<file path="config.mk">
export PLATFORM = sky130hd
export DESIGN_NAME = lock_seq_ctrl
export DESIGN_NICKNAME = d
export VERILOG_FILES = /design/src/rtl/lock_pkg.sv /design/src/rtl/lock_tick_gen.sv /design/src/rtl/lock_seq_ctrl.sv
export SDC_FILE = /design/constraint.sdc
export NUM_CORES = 1
export LEC_CHECK = 0
export ABC_AREA = 1
export CAP_MARGIN = 5
export CORE_ASPECT_RATIO = 0.75
export CORE_UTILIZATION = 54
export CTS_CLUSTER_DIAMETER = 50
export DETAILED_ROUTE_END_ITERATION = 7
export PLACE_DENSITY = 0.78
export SYNTH_ARGS = -nofsm -noshare
export SYNTH_HDL_FRONTEND = slang
export SYNTH_HIERARCHICAL = 1
export SYNTH_SLANG_ARGS = --single-unit
</file>
<file path="constraint.sdc">
create_clock -name clk -period 1.58 [get_ports clk]
set_input_delay 0.316 -clock clk [delete_from_list [all_inputs] [get_ports clk]]
set_output_delay 0.316 -clock clk [all_outputs]
set_load 0.01 [all_outputs]
</file>
<file path="src/rtl/lock_pkg.sv">
// Shared types and helpers for the digital lock sequencing controller:
// FSM state encoding, BCD digit constants and one-hot LED encoders.
package lock_pkg;

  localparam int         DIGIT_W = 4;
  localparam logic [3:0] BCD_MAX = 4'd9;

  typedef enum logic [2:0] {
    ST_ENTRY,
    ST_CHECK,
    ST_OPEN,
    ST_CHANGE,
    ST_LOCKOUT
  } lock_state_t;

  // Tries used shown one-hot; zero tries lights nothing.
  function automatic logic [2:0] led_try_enc(input logic [1:0] tries);
    case (tries)
      2'd1:    return 3'b001;
      2'd2:    return 3'b010;
      2'd3:    return 3'b100;
      default: return 3'b000;
    endcase
  endfunction

  // Rounds used shown one-hot; zero rounds lights the first LED.
  function automatic logic [3:0] led_round_enc(input logic [1:0] rounds);
    return 4'b0001 << rounds;
  endfunction

endpackage

</file>
<file path="src/rtl/lock_tick_gen.sv">
// Countdown tick divider: emits a 1-cycle tick every TICK_DIV clocks,
// phase-aligned to the last synchronous restart.
module lock_tick_gen #(
  parameter int TICK_DIV = 50000000
) (
  input  logic clk,
  input  logic rst_n,
  input  logic restart,
  output logic tick
);

  localparam int CW = (TICK_DIV > 1) ? $clog2(TICK_DIV) : 1;

  logic [CW-1:0] cnt;

  // NOTE: sequential state uses non-blocking assignments so every flop
  // samples pre-edge values regardless of block ordering.
  always_ff @(posedge clk or negedge rst_n) begin
    if (!rst_n) begin
      cnt  <= '0;
      tick <= 1'b0;
    end else if (restart) begin
      cnt  <= '0;
      tick <= 1'b0;
    end else if (cnt == CW'(TICK_DIV - 1)) begin
      cnt  <= '0;
      tick <= 1'b1;
    end else begin
      cnt  <= cnt + 1'b1;
      tick <= 1'b0;
    end
  end

endmodule

</file>
<file path="src/rtl/lock_seq_ctrl.sv">
// Digital lock sequencer: code entry, password check, tries/rounds/lockout
// and password change. Define LOCK_ESCALATE_EN for escalating lockout length.
module lock_seq_ctrl
  import lock_pkg::*;
#(
  parameter int                       DIGITS     = 4,
  parameter int                       MAX_TRIES  = 3,
  parameter int                       MAX_ROUNDS = 3,
  parameter int                       LOCK_SECS  = 5,
  parameter int                       TICK_DIV   = 50000000,
  parameter logic [4*DIGITS-1:0]      DEF_PASS   = 16'h1234
) (
  input  logic       clk,
  input  logic       rst_n,
  input  logic [3:0] digit,
  input  logic       enter,
  input  logic       mode,
  input  logic       relock,
  output logic       unlocked,
  output logic       lockout,
  output logic       def_mode,
  output logic [3:0] count_down,
  output logic [2:0] led_try,
  output logic [3:0] led_round,
  output logic [1:0] digit_idx,
  output logic       pass_ok,
  output logic       pass_bad
);

  localparam int CODE_W = DIGITS * DIGIT_W;

  lock_state_t       state, state_nxt;
  logic              enter_d, press_q;
  logic [3:0]        digit_q;
  logic [CODE_W-1:0] code, pass_reg, code_nxt;
  logic [1:0]        idx, tries, rounds, rounds_inc;
  logic              def_q;
  logic [3:0]        cd, lock_len;
  logic              tick, restart, press_v, last_digit, match, lock_done;

  // Rising-edge detect; the press and its digit act one cycle later.
  always_ff @(posedge clk or negedge rst_n) begin
    if (!rst_n) begin
      enter_d <= 1'b0;
      press_q <= 1'b0;
      digit_q <= '0;
    end else begin
      enter_d <= enter;
      press_q <= enter & ~enter_d;
      digit_q <= digit;
    end
  end

  assign press_v    = press_q && (digit_q <= BCD_MAX);
  assign last_digit = press_v && (idx == 2'(DIGITS - 1));
  assign code_nxt   = {code[CODE_W-DIGIT_W-1:0], digit_q};
  assign match      = def_q ? (code == DEF_PASS) : (code == pass_reg);
  assign rounds_inc = (rounds == 2'(MAX_ROUNDS)) ? rounds : rounds + 2'd1;
  assign lock_done  = tick && (cd <= 4'd1);
  assign restart    = (state_nxt == ST_LOCKOUT) && (state != ST_LOCKOUT);

`ifdef LOCK_ESCALATE_EN
  int esc_prod;
  always_comb begin
    esc_prod = LOCK_SECS * int'(rounds_inc);
    lock_len = (def_q || esc_prod > 15) ? 4'd15 : 4'(esc_prod);
  end
`else
  assign lock_len = 4'(LOCK_SECS);
`endif

  lock_tick_gen #(.TICK_DIV(TICK_DIV)) u_tick (
    .clk     (clk),
    .rst_n   (rst_n),
    .restart (restart),
    .tick    (tick)
  );

  always_ff @(posedge clk or negedge rst_n) begin
    if (!rst_n) state <= ST_ENTRY;
    else        state <= state_nxt;
  end

  // NOTE: every comb output gets a default first so no path infers a latch.
  always_comb begin
    state_nxt = state;
    case (state)
      ST_ENTRY:   if (last_digit) state_nxt = ST_CHECK;
      ST_CHECK: begin
        if (match)                               state_nxt = ST_OPEN;
        else if (def_q)                          state_nxt = ST_LOCKOUT;
        else if (tries == 2'(MAX_TRIES - 1))     state_nxt = ST_LOCKOUT;
        else                                     state_nxt = ST_ENTRY;
      end
      ST_OPEN: begin
        if (relock)               state_nxt = ST_ENTRY;
        else if (press_q && mode) state_nxt = ST_CHANGE;
      end
      ST_CHANGE:  if (relock || last_digit) state_nxt = ST_ENTRY;
      ST_LOCKOUT: if (lock_done) state_nxt = ST_ENTRY;
      default:    state_nxt = ST_ENTRY;
    endcase
  end

  // NOTE: the stored password is a plain register with a reset value, so an
  // async reset restores DEF_PASS rather than leaving it undefined.
  always_ff @(posedge clk or negedge rst_n) begin
    if (!rst_n) begin
      code     <= '0;
      pass_reg <= DEF_PASS;
      idx      <= '0;
      tries    <= '0;
      rounds   <= '0;
      def_q    <= 1'b0;
      cd       <= '0;
    end else begin
      case (state)
        ST_ENTRY: if (press_v) begin
          code <= code_nxt;
          idx  <= last_digit ? 2'd0 : idx + 2'd1;
        end
        ST_CHECK: begin
          if (match) begin
            tries  <= '0;
            rounds <= '0;
            def_q  <= 1'b0;
          end else if (!def_q) begin
            if (tries == 2'(MAX_TRIES - 1)) begin
              tries  <= '0;
              rounds <= rounds_inc;
            end else begin
              tries <= tries + 2'd1;
            end
          end
          if (state_nxt == ST_LOCKOUT) cd <= lock_len;
        end
        ST_CHANGE: begin
          if (relock) begin
            idx <= '0;
          end else if (press_v) begin
            code <= code_nxt;
            idx  <= last_digit ? 2'd0 : idx + 2'd1;
            if (last_digit) pass_reg <= code_nxt;
          end
        end
        ST_LOCKOUT: begin
          if (tick && cd != 4'd0) cd <= cd - 4'd1;
          if (lock_done && rounds == 2'(MAX_ROUNDS)) def_q <= 1'b1;
        end
        default: ;
      endcase
    end
  end

  logic       unlocked_c, lockout_c, ok_c, bad_c;
  logic [3:0] cd_c, led_round_c;
  logic [2:0] led_try_c;

  always_comb begin
    unlocked_c  = (state == ST_OPEN) || (state == ST_CHANGE);
    lockout_c   = (state == ST_LOCKOUT);
    cd_c        = lockout_c ? cd : 4'd0;
    led_try_c   = led_try_enc(tries);
    led_round_c = led_round_enc(rounds);
    ok_c        = (state == ST_CHECK) && match;
    bad_c       = (state == ST_CHECK) && !match;
  end

  always_ff @(posedge clk or negedge rst_n) begin
    if (!rst_n) begin
      unlocked   <= 1'b0;
      lockout    <= 1'b0;
      def_mode   <= 1'b0;
      count_down <= '0;
      led_try    <= '0;
      led_round  <= 4'b0001;
      digit_idx  <= '0;
      pass_ok    <= 1'b0;
      pass_bad   <= 1'b0;
    end else begin
      unlocked   <= unlocked_c;
      lockout    <= lockout_c;
      def_mode   <= def_q;
      count_down <= cd_c;
      led_try    <= led_try_c;
      led_round  <= led_round_c;
      digit_idx  <= idx;
      pass_ok    <= ok_c;
      pass_bad   <= bad_c;
    end
  end

endmodule

</file>
# Word-level counts from Yosys, hierarchy flattened
# Index checks and enable logic that the tools add are counted.
[word_totals] inputBits=9 wordCells=113 reg_bits=97 out_inout_bits=18
[classes] eq_ne=21 bitwise_logic=3 add_sub_neg=5 reduce_logical=23 shift=1 muxes=36 order_cmp=2
[op_table] op="26-bit two-way mux" count=2
[op_table] op="16-bit two-way mux" count=2
[op_table] op="16-bit one-hot mux with 2 select lines" count=1
[op_table] op="26-bit by 1-bit adder with 26-bit output (second input constant)" count=1
[op_table] op="26-bit == test (second input constant)" count=1
[op_table] op="3-bit two-way mux" count=8
[op_table] op="2-bit two-way mux" count=10
[op_table] op="16-bit by 13-bit == test with 1-bit output (second input constant)" count=1
[op_table] op="16-bit == test" count=1
[op_table] op="3-bit one-hot mux with 5 select lines" count=1
[op_table] op="4-bit two-way mux" count=3
[op_table] op="1-bit logical AND" count=9
[op_table] op="3-bit one-hot mux with 3 select lines" count=1
[op_table] op="2-bit == test (second input constant)" count=4
[op_table] op="2-bit inequality test (second input constant)" count=4
[op_table] op="4-bit one-hot mux with 2 select lines" count=1
[op_table] op="4-bit AND reduction" count=2
[op_table] op="2-bit by 1-bit adder with 2-bit output (second input constant)" count=3
[op_table] op="3-bit by 2-bit == test with 1-bit output (second input constant)" count=2
[op_table] op="3-bit == test (second input constant)" count=2
[op_table] op="2-bit by 1-bit inequality test with 1-bit output (second input constant)" count=3
[op_table] op="3-bit AND reduction" count=2
[op_table] op="2-bit nonzero test" count=3
[op_table] op="1-bit two-way mux" count=5
[op_table] op="16 further kinds" count=19

# Logic depth before layout (Yosys ltp)
[logic_depth] depth_word=9 depth_mapped=15 mapped_depth_nobuf=13

# Hierarchy
# The synthesis kept the hierarchy.
[modules_own_cells] mod="lock_seq_ctrl" area_each_um2=3104.2 cells_per_inst=352 instances=1 seq_area_each_um2=1759.2
[modules_own_cells] mod="lock_tick_gen" area_each_um2=1620.3 cells_per_inst=224 instances=1 seq_area_each_um2=675.6

# Worst setup path after synthesis
# No wires, ideal clock.
[synth_path] path_type="reg2reg" start="register def_q" end="register u_tick.cnt[21]" path_slack_ns=-0.166 setup_ns=0.069 required_time_ns=1.511 stages_incl_launch_ff=16 arrival_time_ns=1.678 path_buffers=2 path_cell_list="dfrtp_1 inv_2 buf_6 nand2_1 nand2_1 nand2_1 nor2_1 nand2_1 nor2_2 nand2_4 nand3_4 inv_1 inv_1 nand2_4 buf_12 nor2_2"
[synth_via] elab_chain_cells=6 elab_cells_between_ends=7 cone_classes="eq/ne (1); mux (5); reduce/logical (1)"
[synth_rtl] element="start, declared" line="lock_seq_ctrl.sv:37" text="logic def_q;"
[synth_rtl] element="start signal, assigned" line="lock_seq_ctrl.sv:114" text="def_q <= 1'b0;"
[synth_rtl] element="start signal, assigned" line="lock_seq_ctrl.sv:126" text="def_q <= 1'b0;"
[synth_rtl] element="start signal, assigned" line="lock_seq_ctrl.sv:148" text="if (lock_done && rounds == 2'(MAX_ROUNDS)) def_q <= 1'b1;"
[synth_rtl] element="3-bit two-way mux or 1-bit two-way mux (tied branches)" line="lock_seq_ctrl.sv:91, lock_seq_ctrl.sv:57"
[synth_rtl] element="3-bit two-way mux *" line="lock_seq_ctrl.sv:90" text="if (match) state_nxt = ST_OPEN;"
[synth_rtl] element="3-bit one-hot mux with 5 select lines *" line="lock_seq_ctrl.sv:87" text="case (state)"
[synth_rtl] element="3-bit == test *" line="lock_seq_ctrl.sv:60" text="assign restart = (state_nxt == ST_LOCKOUT) && (state != ST_LOCKOUT);"
[synth_rtl] element="1-bit logical AND *" line="lock_seq_ctrl.sv:60"
[synth_rtl] element="net restart" line="lock_seq_ctrl.sv:39" text="logic tick, restart, press_v, last_digit, match, lock_done;"
[synth_rtl] element="26-bit two-way mux *" line="lock_tick_gen.sv:22" text="end else if (restart) begin"
[synth_rtl] element="end signal, assigned" line="lock_tick_gen.sv:29" text="cnt <= cnt + 1'b1;"
[synth_rtl] element="end, declared" line="lock_tick_gen.sv:14" text="logic [CW-1:0] cnt;"
# The timed path passes the listed nets; every way through them passes the cells marked *.
# A chain may end at the register's enable or synchronous reset.

# Worst setup path in the final report
[layout_path] start="register def_q" end="register rounds[0]"
[layout_via] elab_chain_cells=3 elab_cells_between_ends=6 cone_classes="eq/ne (2); mux (2); reduce/logical (2)"
[layout_rtl] element="1-bit two-way mux" line="lock_seq_ctrl.sv:57" text="assign match = def_q ? (code == DEF_PASS) : (code == pass_reg);"
[layout_rtl] element="2-bit inequality test (no line), or another cell as far along"
[layout_rtl] element="4-bit AND reduction (no line)"
[layout_rtl] element="end signal, assigned" line="lock_seq_ctrl.sv:130" text="rounds <= rounds_inc;"
[layout_rtl] element="end, declared" line="lock_seq_ctrl.sv:36" text="logic [1:0] idx, tries, rounds, rounds_inc;"
# Several ways; a longest one is shown, not always the timed one.

==> flow_summary.toml <==
[status]
status = "finished, violations left"
failed_checks = "setup timing"

[sta]
layout_setup_ws_ns = -0.244
slew_viol_final = 0
hold_violations = 0
rsz0062_at_grt = "true"
slew_headroom_pct = 71.4
tightest_slew_ns = 0.425
min_period_ns = 1.82
hold_slack_ns = 0.347
max_freq_mhz = 548
finalCritPeriodShare_pct = 115
final-setup-viol-count = 40
clock_skew_ns = 0.00633

[placed_design]
gp_congestion = 0.863
dpl_cell_area_um2 = 5300
place_hpwl_mm = 6.98
numPortBuffers = 26

[floorplanning]
die-area_um2 = 9130
die_w_um = 110
fp-row-count = 29
ios = 27
core_area_um2 = 8450
start_util_pct = 55.9
die_y_um = 83.0

[drt]
drt-total-wl_mm = 10.5
antenna_left = 0
drc = 0
drt_iter0_drc = 276
drtPass1Iterations = 5
wire_per_inst_um = 14.0
vias_per_cell = 5.27
vias = 3938

[worst_setup_path]
critPathLaunchType = "flip-flop"
cp-end-kind = "flip-flop"
crit_path_max_incr_delay_ns = 0.37
crit_path_max_fanout = 6
worst_path_max_delay_cell = "dfrtp_1"
path_class = "flip-flop to flip-flop"
required_ns = 1.81
crit_chain = "inv_2 -> buf_6 -> buf_16 -> nand3_2 -> nand2_2 -> nor2_2 -> nand2_1 -> nor2_2 -> nand2_4 -> buf_6 -> nor2_4 -> inv_2 -> nand3_2 -> nand2_1"
crit_arrival_ns = 2.05

[global_route]
grt_util_all_layers_pct = 25.1
grt_max_degree = 45
grt_pass1_vias = 3713
gr-total-overflow = 0
antenna_found_initial = 0
grt_pass1_wl_mm = 17.7

[worst_hold_path]
hp-class = "input port to async pin"

[finish]
final_common_cell = "nand2_1"
ff_latch_area_um2 = 2440
num-nets-final = 653
stdcell_area_um2 = 5950
layout-drive-gt1-share_pct = 20.8
antenna_cells = 0
largest_register_ffs = 26
area_growth_pct = 26.0
nFillCells = 632
utilization_pct = 70.4
multi_input_area_um2 = 2210
final_cell_mix = "nand2_1, dfrtp_1, nor2_1"

[power]
power_density_nw_per_um2 = 1200
peakVddDrop_uv = 1080
p_leak_nw = 2.75

[yosys]
ys_warn_count = 6
synth_edf_count = 0
ys_seq_area_share_pct = 51.5
netlist_instances = 576
synthFlopType = "dfrtp_1"
syn_area_per_cell_um2 = 8.20
ys_types = 38
synth-seq-cells = 97
async_reset_ff_share_pct = 100
syn_area_um2 = 4720
syn_nets = 594

[cts]
clock_path_buffers = 2
clk_pin_slew_ns = 0.06
insertion_delay_ns = 0.34
root_buffer = "clkbuf_16"
cts_tree = "done"
cts_sinks = 97
htree_levels = 3
cts_inserted_buffers = 9

[job]
cap_violations = 0
critical path, delay by kind of cell (launching register included):
kind,cells,cell delay [ns]
flops,1,0.37
buf+inv,5,0.55
simple gates,9,0.80
path summary, 6_finish.rpt:
path,depth (start not counted),endpoint,slack (ns),from
worst min register to register,1,press_q,0.39,enter_d
max in group asynchronous,3,pass_reg[2],0.68,rst_n
worst max-delay path,14,rounds[0],-0.24,def_q
worst min-delay path,2,pass_reg[11],0.35,rst_n
min in group clk,1,press_q,0.39,enter_d
worst max register to register,14,rounds[0],-0.24,def_q
through the flow:
step | power [mW] | setup TNS (ns) | setup WS, ns | cells
final | 7.12 | -6.99 | -0.244 | 747
after global routing | 7.54 | -11.22 | -0.347 | 747
after CTS | 7.02 | -5.52 | -0.203 | 747
after detailed placement | 4.97 | -4.89 | -0.189 | 724
after global placement | 4.88 | -2.90 | -0.123 | 724
after floorplan | 4.33 | -1.57 | -0.112 | 576
area by class of cell:
| class | count | share of cell area (%) |
|---|---|---|
| sequential | 97 | 40.9 |
| multi-input combinational | 403 | 37.1 |
| timing repair buffer | 58 | 10.8 |
| inverter | 66 | 4.46 |
| clock buffer | 11 | 4.08 |
| tap | 108 | 2.27 |
| clock inverter | 4 | 0.336 |
cells by family (layout without fill, tap and decap cells):
| kind of cell | after synthesis | in the layout | share of synthesized area, % |
|---|---|---|---|
| AND/OR/NAND/NOR | 329 | 330 | 31.1 |
| flip-flops | 97 | 97 | 51.5 |
| buffers and inverters | 77 | 139 | 6.89 |
| AO/OA/AOI/OAI | 52 | 52 | 5.88 |
| XOR/XNOR | 12 | 12 | 2.22 |
| adder cells (fa/ha/maj) | 9 | 9 | 2.38 |
per-layer routing:
layer,up-vias,routed length (µm),GRT usage (%)
met5,-,0,0
met2,132,5010,39.3
li1,1905,-,-
met1,1877,4670,35.0
met3,24,560,4.63
met4,0,227,8.97
report_power, final:
group	switching [mW]	total, mW	internal [mW]	leakage [nW]
Clock	0.867	1.96	1.09	0.135
Combinational	1.07	1.91	0.833	1.34
Sequential	0.355	3.25	2.90	1.27
cell usage after synthesis (2+ instances only):
library cell | n | area [µm²]
xor2_1 | 6 | 52.6
inv_1 | 60 | 225
dfrtp_1 | 91 | 2280
nand2_1 | 174 | 653
nor2_2 | 18 | 113
dfstp_2 | 6 | 158
o21ai_0 | 31 | 155
o21bai_1 | 2 | 15.0
clkbuf_1 | 6 | 22.5
nor2_4 | 3 | 33.8
xnor2_1 | 6 | 52.6
o211ai_1 | 3 | 22.5
nand3_2 | 3 | 30.0
inv_2 | 6 | 22.5
nand2_2 | 4 | 25.0
nand3b_1 | 4 | 30.0
buf_6 | 2 | 22.5
ha_1 | 9 | 113
a21oi_1 | 3 | 15.0
nand2_4 | 2 | 22.5
nor2_1 | 78 | 293
o21ai_1 | 11 | 55.1
nand3_1 | 33 | 165
repair_timing:
action / in CTS / in global routing
endpoints found under the hold margin: 6 / 0
cloned: 4 / 0
resized for setup: 35 / 50
endpoints found under the setup margin: 46 / 72
pin swaps: 11 / 7
buffers inserted: 3 / 1
hold buffers: 1 / 0
Power figures use the tool's default switching activity.
==> RTL edit: new RTL, config.mk and constraints unchanged <==
The 5 states of `lock_state_t` get a Gray code encoding in 3 bits.
--- a/src/rtl/lock_pkg.sv
+++ b/src/rtl/lock_pkg.sv
@@ -7,9 +7,9 @@
 
   typedef enum logic [2:0] {
-    ST_ENTRY,
-    ST_CHECK,
-    ST_OPEN,
-    ST_CHANGE,
-    ST_LOCKOUT
+    ST_ENTRY   = 3'b000,
+    ST_CHECK   = 3'b001,
+    ST_OPEN    = 3'b011,
+    ST_CHANGE  = 3'b010,
+    ST_LOCKOUT = 3'b110
   } lock_state_t;
 
Check against the original RTL: no difference found for any inputs over 10 cycles, from zero or initial values and one cycle with rst_n low; not proved beyond that.
==> RTL edit against the unedited design <==
  * The run still ends with negative setup slack left
  * Count of clock-buffer cells in the layout up 1
  * Wire length grew 1.4%
  * Non-clock buffer count is 11 higher
  * Worst hold slack better by 40 ps
  * Worst setup slack improved by 35 ps
  * First-iteration DRC count is 11% lower
  * Synthesized cell count up 0.35%
  * Design area is 3.1% higher
  * Sequential cell count is the same
  * Area after synthesis rose by 1.2%
  * Power is 2.5% higher
  * Critical path type unchanged
  * Largest cell class unchanged
==> RTL edit: results (changes against the unedited design) <==
** Status
- Status :: finished, violations left
- The final reports fail on negative setup slack.

** Worst setup path
- Number of cells on the worst reg-to-reg path :: 12 (-2)
- CP max stage delay :: 480 ps (+110 ps)
- Endpoint of the lowest-slack register-to-register path :: u_tick/cnt[13]$_DFF_PN0_
- Worst-path fanout max :: 8 (+2)

** Final layout
- The filler cell count in the final layout is 582 (-7.9%).
- Signal buffers :: 69 (+19%)
- Clock buffer count in the final layout :: 12 (+1)
- The number of signal-net inverters in the final layout is 74 (+12%).
- Proportion of cell area occupied by registers :: 39.7% (-1.2 points)
- The number of multi-input combinational cells was 398 (-1.2%).
- Share of layout cells above drive strength 1 :: 24.5% (+3.7 points)
- The non-clock buffer share of cell area is 11.5% (+0.66 points).
- The number of nets in the final layout was 667 (+2.1%).
- Area of the multi-input gates :: 2260 um2 (+2.3%)
- The clock network contribution to total cell area is 4.87% (+0.46 points).

** Route
- The violation count after the first detailed-routing iteration was 247 (-11%).
- After detailed routing, no signal wire sits above met4.
- The aggregate routed wire length came to 10600 um (+1.4%).
- The wire length the detailed router placed on met1 came to 4740 um (+1.4%).
- Via density per instance :: 5.28 (about the same)
- Routed length on met2 :: 4960 um (-1.1%)
- Final antenna-violating net count :: 0 (unchanged)
- Routed length on met3 :: 754 um (+35%)

** GRT
- The global-route track usage on met3 is 5.01% (+0.38 points).
- Wire length of the first global-routing pass :: 16700 um (-5.5%)
- The global-route total usage across every layer is 22.5% (-2.6 points).
- The routing usage on met1 was 30.9% (-4.1 points).
- Vias in the first global route :: 3719 (+0.16%)
- The global-route track usage on met2 was 35.5% (-3.8 points).
- Pin count of the biggest net entering global routing :: 46 (+2.2%)

** Placed design
- RePlAce Congestion :: 0.851 (-1.4%)
- The half-perimeter wire length after detailed placement was 6720 um (-3.6%).
- Number of port buffers :: 26 (unchanged)

** Logic synthesis
- Unique cell type count in the Yosys netlist :: 37 (-2.6%)
- Post-synthesis net count :: 596 (+0.34%)
- The number of flip-flops and latches in the synthesized netlist was 97 (unchanged).
- Main area contributors after synthesis :: dfrtp_1, nand2_1, nor2_1, inv_1, nand3_1
- Syn. warnings :: 6 (unchanged)

** STA
- The tightest hold margin came to 387 ps (+39.9 ps).
- The final number of setup-violating endpoints was 50 (+25%).
- Setup TNS :: -6460 ps (+533 ps)
- Setup skew after layout :: 5.67 ps (-0.653 ps)
- The relative slew slack came to 74.6% (+3.2 points).
- The maximum achievable frequency is 0.559 GHz (+1.9%).
- Slack of the critical path :: -209 ps (+34.7 ps)
- The slew at the pin closest to its max-slew limit was 379 ps (-46.0 ps).

** Clock tree
- The clock-pin slew on the worst setup and hold paths came to 60 ps (about the same).
- Clock Root Buffer :: clkbuf_16
- Number of buffers added by the clock tree synthesis step :: 9 (unchanged)

** Hold path
- Source of the worst hold timing path :: enter_d$_DFF_PN0_
- The min-delay analysis places its worst path in the category flop to flop.

** Power and ir drop
- The standby leakage power is 2.88 nW (+4.8%).
- The internal power of the cells was 5.01 mW (+4.0%).
- Clock-net power :: 2.17 mW (+11%)
- The worst ir drop on vdd was 0.00104 V (-3.8%).
-- RTL edit: changes by cell type after synthesis, sizes merged, moves of 4 or more --
cell,change
a21oi,+12
inv,+7
nand2,-18
nand4,+4
nor3,+5
o21ai,-10
-- RTL edit: worst max-delay path by stage --
stage	startpoint	depth (start not counted)	slack [ps]	to
final	def_q$_DFFE_PN0P_	12	-210	u_tick/cnt[13]$_DFF_PN0_
after global routing	def_q$_DFFE_PN0P_	12	-310	u_tick/cnt[6]$_DFF_PN0_
after CTS	def_q$_DFFE_PN0P_	10	-150	state[1]$_DFF_PN0_
after detailed placement	def_q$_DFFE_PN0P_	13	-300	u_tick/cnt[17]$_DFF_PN0_
after global placement	def_q$_DFFE_PN0P_	13	-240	u_tick/cnt[13]$_DFF_PN0_
after floorplan	def_q$_DFFE_PN0P_	13	-140	u_tick/cnt[2]$_DFF_PN0_
-- RTL edit: through the flow --
step                      worst slack (ps)  cell area, um2  instances  power [mW]  util [%]
after floorplan                       -136            4790        578        4.32         -
after global placement                -242            5390        734        4.88      63.2
after detailed placement              -297            5390        734        4.97      63.2
after CTS                             -155            5770        753        7.18      67.7
after global routing                  -315            6130        762        7.71      71.9
final                                 -209            6130        762        7.29      71.9
-- RTL edit: cell families after synthesis --
kind of cell	synth area share, %
simple gates	30.8
flops	50.9
buf+inv	7.49
compound gates	5.99
xor+xnor	2.38
fa+ha+maj	2.36
-- RTL edit: repair_timing --
item / CTS / global route
gates cloned: 2 / 4
pin swaps: 6 / 17
gates resized for setup: 24 / 77
setup buffers: 0 / 5
hold buffers: 1 / 0
setup endpoints to repair: 43 / 57
endpoints found under the hold margin: 18 / 0
-- RTL edit: critical path: cells and delay by family (launching register included) --
family          cells  cell delay (ps)
compound gates      1              150
buf+inv             3              300
flops               1              480
simple gates        8              770
